==> src/rtl/mux_2_to_1_pkg.sv <==
// -----------------------------------------------------------------------------
// mux_2_to_1_pkg
// Shared constants and the select helper for the 2:1 data selector.
//
// Contents:
//   SEL_D0 / SEL_D1 : select encodings (s0 = 0 picks d0, s0 = 1 picks d1)
//   sel2()          : single-bit 2:1 select. Callers apply it bit by bit, so
//                     the combinational output and the registered path of any
//                     width share exactly the same select logic.
// -----------------------------------------------------------------------------
package mux_2_to_1_pkg;

  localparam logic SEL_D0 = 1'b0;
  localparam logic SEL_D1 = 1'b1;

  // Picks d1 when s selects it and d0 otherwise.
  function automatic logic sel2(input logic d0, input logic d1, input logic s);
    return (s == SEL_D1) ? d1 : d0;
  endfunction

endpackage

==> src/rtl/mux_2_to_1_skid.sv <==
// -----------------------------------------------------------------------------
// mux_2_to_1_skid
// Generic WIDTH-wide, 2-entry valid/ready skid buffer (main + skid entry).
// The main entry drives the output. The skid entry catches a beat that was
// accepted while the main entry was stalled. in_ready_o is registered, so it
// has no combinational path from out_ready_i.
//
// Ports:
//   clk          in   rising-edge clock
//   rst_n        in   asynchronous active-low reset
//   in_valid_i   in   upstream beat valid
//   in_ready_o   out  buffer can accept (registered, !skid_full)
//   in_data_i    in   upstream beat data (WIDTH)
//   out_valid_o  out  main entry holds a beat
//   out_ready_i  in   downstream accepts the main entry
//   out_data_o   out  main entry data (WIDTH), RESET_VAL after reset
// -----------------------------------------------------------------------------
module mux_2_to_1_skid #(
  parameter int               WIDTH     = 1,
  parameter logic [WIDTH-1:0] RESET_VAL = '0
) (
  input  logic             clk,
  input  logic             rst_n,
  input  logic             in_valid_i,
  output logic             in_ready_o,
  input  logic [WIDTH-1:0] in_data_i,
  output logic             out_valid_o,
  input  logic             out_ready_i,
  output logic [WIDTH-1:0] out_data_o
);

  logic             mainValid_q, mainValid_d;
  logic [WIDTH-1:0] mainData_q,  mainData_d;
  logic             skidValid_q, skidValid_d;
  logic [WIDTH-1:0] skidData_q,  skidData_d;
  logic             inReady_q,   inReady_d;
  logic             accept;
  logic             emit;

  assign accept = in_valid_i && inReady_q;
  assign emit   = mainValid_q && out_ready_i;

  // Next-state for the two entries. The skid entry is only ever filled while
  // the main entry is full, so "skid full" implies "main full". When the skid
  // entry is full the input is blocked, and a drain moves skid into main on
  // the same edge. With only main full, a simultaneous accept and emit simply
  // replaces main, which keeps a full-throughput stream in one entry.
  always_comb begin
    mainValid_d = mainValid_q;
    mainData_d  = mainData_q;
    skidValid_d = skidValid_q;
    skidData_d  = skidData_q;

    if (skidValid_q) begin
      if (emit) begin
        mainData_d  = skidData_q;
        skidValid_d = 1'b0;
      end
    end else if (mainValid_q) begin
      if (emit && accept) begin
        mainData_d = in_data_i;
      end else if (emit) begin
        mainValid_d = 1'b0;
      end else if (accept) begin
        skidValid_d = 1'b1;
        skidData_d  = in_data_i;
      end
    end else if (accept) begin
      mainValid_d = 1'b1;
      mainData_d  = in_data_i;
    end

    inReady_d = !skidValid_d;
  end

  // State registers. inReady_q resets low and rises on the first clock after
  // reset is released, so nothing is accepted while reset is active.
  always_ff @(posedge clk or negedge rst_n) begin
    if (!rst_n) begin
      mainValid_q <= 1'b0;
      mainData_q  <= RESET_VAL;
      skidValid_q <= 1'b0;
      skidData_q  <= '0;
      inReady_q   <= 1'b0;
    end else begin
      mainValid_q <= mainValid_d;
      mainData_q  <= mainData_d;
      skidValid_q <= skidValid_d;
      skidData_q  <= skidData_d;
      inReady_q   <= inReady_d;
    end
  end

  assign in_ready_o  = inReady_q;
  assign out_valid_o = mainValid_q;
  assign out_data_o  = mainData_q;

endmodule

==> src/rtl/mux_2_to_1.sv <==
// -----------------------------------------------------------------------------
// mux_2_to_1
// Parameterised 2:1 data selector with two outputs:
//   - a combinational result y = s0 ? d1 : d0
//   - a registered copy y_q behind a valid/ready handshake and a 2-entry
//     skid buffer, for use as a pipeline stage
//
// Optional build macro: MUX_2_TO_1_PARITY_EN adds y_par, the XOR-reduce of
// y_q. It is carried through the skid buffer with its beat.
//
// Ports:
//   clk        in   rising-edge clock
//   rst_n      in   asynchronous active-low reset
//   d0, d1     in   data inputs (WIDTH)
//   s0         in   select (0 -> d0, 1 -> d1)
//   y          out  combinational mux result (WIDTH)
//   in_valid   in   d0/d1/s0 valid for the registered path
//   in_ready   out  stage can accept
//   y_q        out  registered mux result (WIDTH), RESET_VAL after reset
//   out_valid  out  y_q valid
//   out_ready  in   downstream accepts y_q
//   y_par      out  parity of y_q (only with MUX_2_TO_1_PARITY_EN)
// -----------------------------------------------------------------------------
module mux_2_to_1
  import mux_2_to_1_pkg::*;
#(
  parameter int               WIDTH     = 1,
  parameter logic [WIDTH-1:0] RESET_VAL = '0
) (
  input  logic             clk,
  input  logic             rst_n,
  input  logic [WIDTH-1:0] d0,
  input  logic [WIDTH-1:0] d1,
  input  logic             s0,
  output logic [WIDTH-1:0] y,
  input  logic             in_valid,
  output logic             in_ready,
  output logic [WIDTH-1:0] y_q,
  output logic             out_valid,
  input  logic             out_ready
`ifdef MUX_2_TO_1_PARITY_EN
  ,
  output logic             y_par
`endif
);

  logic [WIDTH-1:0] selData;

  // The select is applied bit by bit through the shared helper. The same
  // result feeds both the combinational output and the skid buffer.
  always_comb begin
    selData = '0;
    for (int i = 0; i < WIDTH; i++) begin
      selData[i] = sel2(d0[i], d1[i], s0);
    end
  end

  assign y = selData;

`ifdef MUX_2_TO_1_PARITY_EN
  // Parity rides as an extra top bit so it always stays with its own beat.
  localparam logic [WIDTH:0] SKID_RESET = {^RESET_VAL, RESET_VAL};

  logic [WIDTH:0] skidOut;

  mux_2_to_1_skid #(
    .WIDTH     (WIDTH + 1),
    .RESET_VAL (SKID_RESET)
  ) u_skid (
    .clk         (clk),
    .rst_n       (rst_n),
    .in_valid_i  (in_valid),
    .in_ready_o  (in_ready),
    .in_data_i   ({^selData, selData}),
    .out_valid_o (out_valid),
    .out_ready_i (out_ready),
    .out_data_o  (skidOut)
  );

  assign y_q   = skidOut[WIDTH-1:0];
  assign y_par = skidOut[WIDTH];
`else
  mux_2_to_1_skid #(
    .WIDTH     (WIDTH),
    .RESET_VAL (RESET_VAL)
  ) u_skid (
    .clk         (clk),
    .rst_n       (rst_n),
    .in_valid_i  (in_valid),
    .in_ready_o  (in_ready),
    .in_data_i   (selData),
    .out_valid_o (out_valid),
    .out_ready_i (out_ready),
    .out_data_o  (y_q)
  );
`endif

endmodule

==> config.mk <==
export PLATFORM = sky130hd
export DESIGN_NAME = mux_2_to_1
export DESIGN_NICKNAME = d
export VERILOG_FILES = /design/src/rtl/mux_2_to_1_pkg.sv /design/src/rtl/mux_2_to_1_skid.sv /design/src/rtl/mux_2_to_1.sv
export SDC_FILE = /design/constraint.sdc
export NUM_CORES = 1
export LEC_CHECK = 0
export ABC_AREA = 1
export CORE_AREA = 2 2 39 41
export DETAILED_ROUTE_END_ITERATION = 10
export DIE_AREA = 0 0 41 43
export PLACE_DENSITY_LB_ADDON = 0.15
export REMOVE_ABC_BUFFERS = 1
export SKIP_LAST_GASP = 1
export SLEW_MARGIN = 10
export SYNTH_ARGS = -nofsm -noshare
export SYNTH_HDL_FRONTEND = slang
export SYNTH_HIERARCHICAL = 1
export SYNTH_SLANG_ARGS = --single-unit
==> constraint.sdc <==
create_clock -name clk -period 1.3 [get_ports clk]
set_input_delay 0.13 -clock clk [delete_from_list [all_inputs] [get_ports clk]]
set_output_delay 0.13 -clock clk [all_outputs]
set_load 0.005 [all_outputs]
==> flow_metrics.tcl, run 1 <==
set metrics [dict create \
    clkLatencyLatePin_ns 0.24 \
    tightestPinTransition_ns 0.233 \
    synth_most_common_cell "nand2_1" \
    pre_cts_slack_ns -0.0702 \
    synth-edff-count 0 \
    maxCapViolations 0 \
    drt-total-wl_um 510 \
    antenna-diode-count 0 \
    rsz0062_at_grt "false" \
    drtPass1Iterations 4 \
    setup_viol 0 \
    hpwl_um 421 \
    cts_root_buf "clkbuf_4" \
    worstHoldPathType "input pin to async pin" \
    synth_cell_types 7 \
    yosysTopAreaCellShare_pct 50.8 \
    endpoint_kind "output pin" \
    netlist.top_cell.by_area "dfrtp_1" \
    synth_warnings 6 \
    drive_above_1_share_pct 12.0 \
    start_kind "flop" \
    hold_viol_final 0 \
    final_antenna_net_count 0 \
    fp.coreArea_um2 1380 \
    period_needed_ns 1.23 \
    swShare_pct 20.0 \
    htree_levels 1 \
    cts.clk_slew.worst_paths_ns 0.04 \
    p_sw_uw 73.6 \
    avgRoutedWirePerCell_um 7.73 \
    cp_slowest_cell "clkdlybuf4s50_1" \
    critPathKind "flop to output pin" \
    synth_area_um2 246 \
    drc 0 \
    die_y_um 43 \
    ys_seq_elements 5 \
    grtUsageTotal_pct 8.27 \
    place.gp.congestion 0.671 \
    areaGrowthSynthToFinish_pct 61.9 \
    required_ns 1.17 \
    sequentialPowerShare_pct 42.5 \
    holdWs_ns 0.110 \
    pwr-share-clk_pct 48.9 \
    cp_slowest_stage_delay_ns 0.50 \
    regToRegSetupSlack_ns 0.45 \
    cp_max_fo 3 \
    cts-buffers-inserted 3 \
    path_delay_family "buffers and inverters" \
    fin_crit_sh_pct 94.8 \
    synth_commonest_cells "17 x nand2_1, 7 x inv_1, 5 x dfrtp_1, 3 x nand3_1" \
    regToRegStartpoint "u_skid/out_valid_o$_DFFE_PN0N_" \
    fillers 164 \
    grt_max_degree 6 \
    grt_pass1_vias 222 \
    multiInputGateArea_um2 91.3 \
    row_count 14 \
    crit_buf_inv 1 \
    cts.sinks 5 \
    synth_area_per_cell_um2 7.04 \
    ios 11 \
    setup_slack_ns 0.0680 \
    crit_chain "clkdlybuf4s50_1" \
    grt_overflow 0 \
    drt_iter0_markers 7 \
    p_per_area_nw_per_um2 922 \
    p_int_uw 294 \
    start_util_pct 17.8 \
    antenna_found_initial 0 \
    synthCells 35 \
    synthFlopType "dfrtp_1" \
    port_buffers 10 \
    die_area_um2 1760 \
    power.leakage_nw 0.233 \
    synthArstFlopShare_pct 100 \
    nets 58 \
    post-cts-setup-buffers 0 \
    ys_seq_area_share_pct 50.8 \
    slew_headroom_pct 84.4 \
    p_comb_share_pct 8.7 \
    grt_pass1_wl_um 834 \
    die_x_um 41 \
    cts_tree "done" \
    vias 261 \
    yosys-top-cells-area "dfrtp_1 51%, nand2_1 26%, inv_1 11%" \
    critPathArrivalTime_ns 1.10 \
    worst-r2r-cell-count 6 \
    vias_per_cell 3.95 \
    finClkSkew_ns 0.00261 \
    clockBufferDepth 2 \
    reg2reg_to "u_skid/out_data_o$_DFFE_PN0P_" \
    fin_util_pct 28.8 \
    status "completed" \
    peakVddDrop_v 0.000309 \
    finalMaxSlewViolations 0 \
    regArea_um2 125 \
    max_freq_mhz 812 \
]
-- power groups by stage --
stage	Sequential, mW	Combinational, mW	Clock, mW
2_1_floorplan	0.159	0.00475	0
3_3_place_gp	0.158	0.0344	0
3_5_place_dp	0.158	0.0344	0
4_1_cts	0.156	0.0328	0.190
5_1_grt	0.156	0.0359	0.204
6_report	0.156	0.0320	0.180
-- state kept, by name (all words and copies together) (netlist names) --
| name | count |
|---|---|
| u_skid/in_ready_o | 1 |
| u_skid/out_data_o | 1 |
| u_skid/out_valid_o | 1 |
| u_skid/skidData_q | 1 |
| u_skid/skidValid_q | 1 |
-- per-stage QoR --
stage	power [mW]	instances	cell area (um^2)	setup TNS, ns
finish	0.368	66	399	0
floorplan	0.163	35	246	0
CTS	0.379	66	399	0
detailed placement	0.193	62	374	-0.0702
global route	0.396	66	399	0
global placement	0.193	62	374	-0.0493
-- worst max path at each step --
stage | startpoint | to | slack [ns] | cells after the start
3_5_place_dp | s0 | y | -0.07 | 4
3_3_place_gp | s0 | y | -0.05 | 4
2_1_floorplan | u_skid/out_valid_o$_DFFE_PN0N_ | u_skid/out_data_o$_DFFE_PN0P_ | 0.48 | 6
6_report | u_skid/out_valid_o$_DFFE_PN0N_ | out_valid | 0.07 | 1
5_1_grt | u_skid/out_valid_o$_DFFE_PN0N_ | out_valid | 0.003 | 1
4_1_cts | u_skid/out_valid_o$_DFFE_PN0N_ | out_valid | 0.05 | 1
-- metal layers --
layer,routed length [um],part of all wire (%),global-route usage (%),up-vias
li1,-,-,-,132
met1,219,43,9.80,116
met2,221,43,8.75,8
met3,36,7.1,3.14,5
met4,32,6.3,12.0,0
met5,0,0,0,-
-- repair_timing --
| action | CTS | global route |
|---|---|---|
| resized for setup | 1 | 0 |
| hold buffers | 0 | 0 |
| setup endpoints to repair | 1 | 0 |
-- layout make-up --
cell class / count / share of cell area (%)
multi-input cells: 22 / 22.9
inverters: 8 / 7.52
repair buffers: 11 / 26.6
flip-flops and latches: 5 / 31.3
well taps: 16 / 5.02
clock buffers: 4 / 6.58
-- cell families after synthesis --
kind of cell / synth area share [%]
buffers and inverters: 12.2
flip-flops: 50.8
AND/OR/NAND/NOR: 37.1
-- cell usage in the layout (no fill, tap or decap), drive strengths merged --
| cell | synthesis | layout |
|---|---|---|
| nand2 | 18 | 18 |
| clkdlybuf4s50 | 0 | 9 |
| inv | 8 | 8 |
| dfrtp | 5 | 5 |
| clkbuf | 0 | 4 |
| nand3 | 3 | 3 |
| dlygate4sd2 | 0 | 1 |
| nand4 | 1 | 1 |
| buf | 0 | 1 |
Power figures use the tool's default switching activity.
==> run 2: changes to the inputs <==
--- a/config.mk
+++ b/config.mk
@@ -5,7 +5,7 @@
 export SDC_FILE = /design/constraint.sdc
 export NUM_CORES = 1
 export LEC_CHECK = 0
-export ABC_AREA = 1
+export ABC_AREA = 0
 export CORE_AREA = 2 2 39 41
 export DETAILED_ROUTE_END_ITERATION = 10
 export DIE_AREA = 0 0 41 43
==> flow_metrics.tcl, run 2 <==
set metrics [dict create \
    status "completed" \
    holdWs_ns 0.109 \
    synthArstFlopShare_pct 100 \
    pwr-share-clk_pct 20.1 \
    cts_tree "done" \
    maxCapViolations 0 \
    rsz0062_at_grt "false" \
    required_ns 1.17 \
    yosysTopAreaCellShare_pct 47.8 \
    p_comb_share_pct 44.9 \
    synth-edff-count 0 \
    cts.sinks 5 \
    synth_area_per_cell_um2 11.4 \
    crit_buf_inv 2 \
    final_antenna_net_count 0 \
    critPathArrivalTime_ns 1.13 \
    place.gp.congestion 0.650 \
    p_sw_uw 263 \
    die_y_um 43 \
    netlist.top_cell.by_area "dfrtp_1" \
    finClkSkew_ns 0.00283 \
    vias 223 \
    synthFlopType "dfrtp_1" \
    fin_crit_sh_pct 97.0 \
    yosys-top-cells-area "dfrtp_1 48%, a41oi_2 6.2%, o21ai_0 5.7%" \
    row_count 14 \
    synth_area_um2 262 \
    layout_common_cells "8 x clkdlybuf4s50_1, 5 x buf_4, 4 x dfrtp_1" \
    power.leakage_nw 0.202 \
    p_int_uw 599 \
    drtPass1Iterations 2 \
    period_needed_ns 1.26 \
    drt_iter0_markers 3 \
    power_uw 862 \
    start_util_pct 18.9 \
    synth_warnings 6 \
    clkLatencyLatePin_ns 0.24 \
    cp_slowest_cell "clkdlybuf4s50_1" \
    clockBufferDepth 2 \
    swShare_pct 30.5 \
    ys_seq_area_share_pct 47.8 \
    final_common_cell "clkdlybuf4s50_1" \
    sequentialPowerShare_pct 35.1 \
    hold_viol_final 0 \
    synthCells 23 \
    finalMaxSlewViolations 0 \
    cts.clk_slew.worst_paths_ns 0.04 \
    worstHoldPathType "input pin to async pin" \
    holdBufCountCts 0 \
    ios 11 \
    ys_seq_elements 5 \
    cts_root_buf "clkbuf_4" \
    grt_max_degree 7 \
    max_freq_mhz 793 \
    cp_slowest_stage_delay_ns 0.48 \
    nets 50 \
    synth_commonest_cells "5 x dfrtp_1, 3 x inv_1, 3 x o21ai_0" \
    antenna_found_initial 0 \
    cp_max_fo 3 \
    crit_chain "clkdlybuf4s50_1, mux2_4, clkdlybuf4s15_1" \
    path_delay_family "buffers and inverters" \
    grt_overflow 0 \
    vias_per_cell 3.84 \
    start_kind "input pin" \
    drt-total-wl_um 556 \
    setup_tns_ns 0 \
    setup_viol 0 \
    grt_pass1_vias 246 \
    synth_cell_types 15 \
    grtUsageTotal_pct 8.18 \
    hpwl_um 453 \
    slew_headroom_pct 85.5 \
    avgRoutedWirePerCell_um 9.59 \
    grt_pass1_wl_um 910 \
    antenna-diode-count 0 \
    htree_levels 1 \
    port_buffers 10 \
    die_area_um2 1760 \
    synth_most_common_cell "dfrtp_1" \
    die_x_um 41 \
    peakVddDrop_v 0.000744 \
    areaGrowthSynthToFinish_pct 71.8 \
    endpoint_kind "output pin" \
    tightestPinTransition_ns 0.217 \
    drc 0 \
    critPathKind "input pin to output pin" \
    p_per_area_nw_per_um2 1920 \
    drive_above_1_share_pct 40.5 \
    cts-buffers-inserted 3 \
    fp.coreArea_um2 1380 \
]
## run 2: changes by cell type in the layout (fill, tap and decap cells not counted), sizes merged, moves of 2 or more
cell,before,now
o21ai,0,3
inv,8,3
mux2,0,2
nand3,3,0
buf,1,5
nand2,18,1
## run 2: cell families (layout without fill, tap and decap cells)
kind of cell | Yosys count | after routing | share of synthesized area [%]
AO/OA/AOI/OAI | 8 | 8 | 23.9
flip-flops | 5 | 5 | 47.8
AND/OR/NAND/NOR | 5 | 5 | 13.9
buffers and inverters | 3 | 22 | 4.31
multiplexers | 2 | 2 | 10.0
## run 2: path summary, 6_finish.rpt
check | startpoint | endpoint | slack (ns) | depth (start not counted)
max in group asynchronous | rst_n | u_skid/out_valid_o$_DFFE_PN0N_ | 0.99 | 1
worst max-delay path | s0 | y | 0.04 | 3
worst min register to register | u_skid/skidData_q$_DFFE_PN0P_ | u_skid/skidData_q$_DFFE_PN0P_ | 0.50 | 1
worst max register to register | u_skid/in_ready_o$_DFF_PN0_ | u_skid/skidData_q$_DFFE_PN0P_ | 0.08 | 4
min in group clk | u_skid/skidData_q$_DFFE_PN0P_ | u_skid/skidData_q$_DFFE_PN0P_ | 0.50 | 1
worst min-delay path | rst_n | u_skid/out_data_o$_DFFE_PN0P_ | 0.11 | 1
## run 2: repair_timing
action                     4_1_cts  5_1_grt
gates resized for setup          3        1
setup buffers                    2        0
setup endpoints to repair        3        1
## run 2: metal layers
layer	vias up	GRT usage (%)	share of wire, %
met1	97	8.20	43
li1	121	-	-
met5	-	0	0
met4	0	10.0	0
met3	0	1.57	5.9
met2	5	11.9	51
## run 2: power by group through the flow
stage / Combinational, mW / Clock [mW] / Sequential [mW]
after floorplan: 0.161 / 0 / 0.315
after global placement: 0.328 / 0 / 0.327
after detailed placement: 0.326 / 0 / 0.329
after CTS: 0.397 / 0.184 / 0.305
after global routing: 0.426 / 0.193 / 0.311
final: 0.387 / 0.173 / 0.302
## run 2: stage by stage
| step | setup WS, ns | util [%] | cell area [um^2] | instances |
|---|---|---|---|---|
| 6_report | 0.0386 | 32.5 | 449 | 58 |
| 5_1_grt | 0.00320 | 32.5 | 449 | 58 |
| 4_1_cts | 0.0170 | 32.3 | 447 | 58 |
| 3_5_place_dp | -0.206 | 29.2 | 404 | 52 |
| 3_3_place_gp | -0.193 | 29.2 | 404 | 52 |
| 2_1_floorplan | 0.208 | - | 262 | 23 |
## run 2: worst register-to-register path: stages (launching register included)
cell and delay, ns:
dfrtp_1 0.38, buf_4 0.13, nand2_1 0.07, nor3_2 0.17
mux2_2 0.35
## run 2: cell type report
class	instances	area, um^2
multi-input cells	15	125
inverters	3	11.3
clock buffers	4	26.3
repair buffers	15	140
fillers	148	935
well taps	16	20.0
flip-flops and latches	5	126
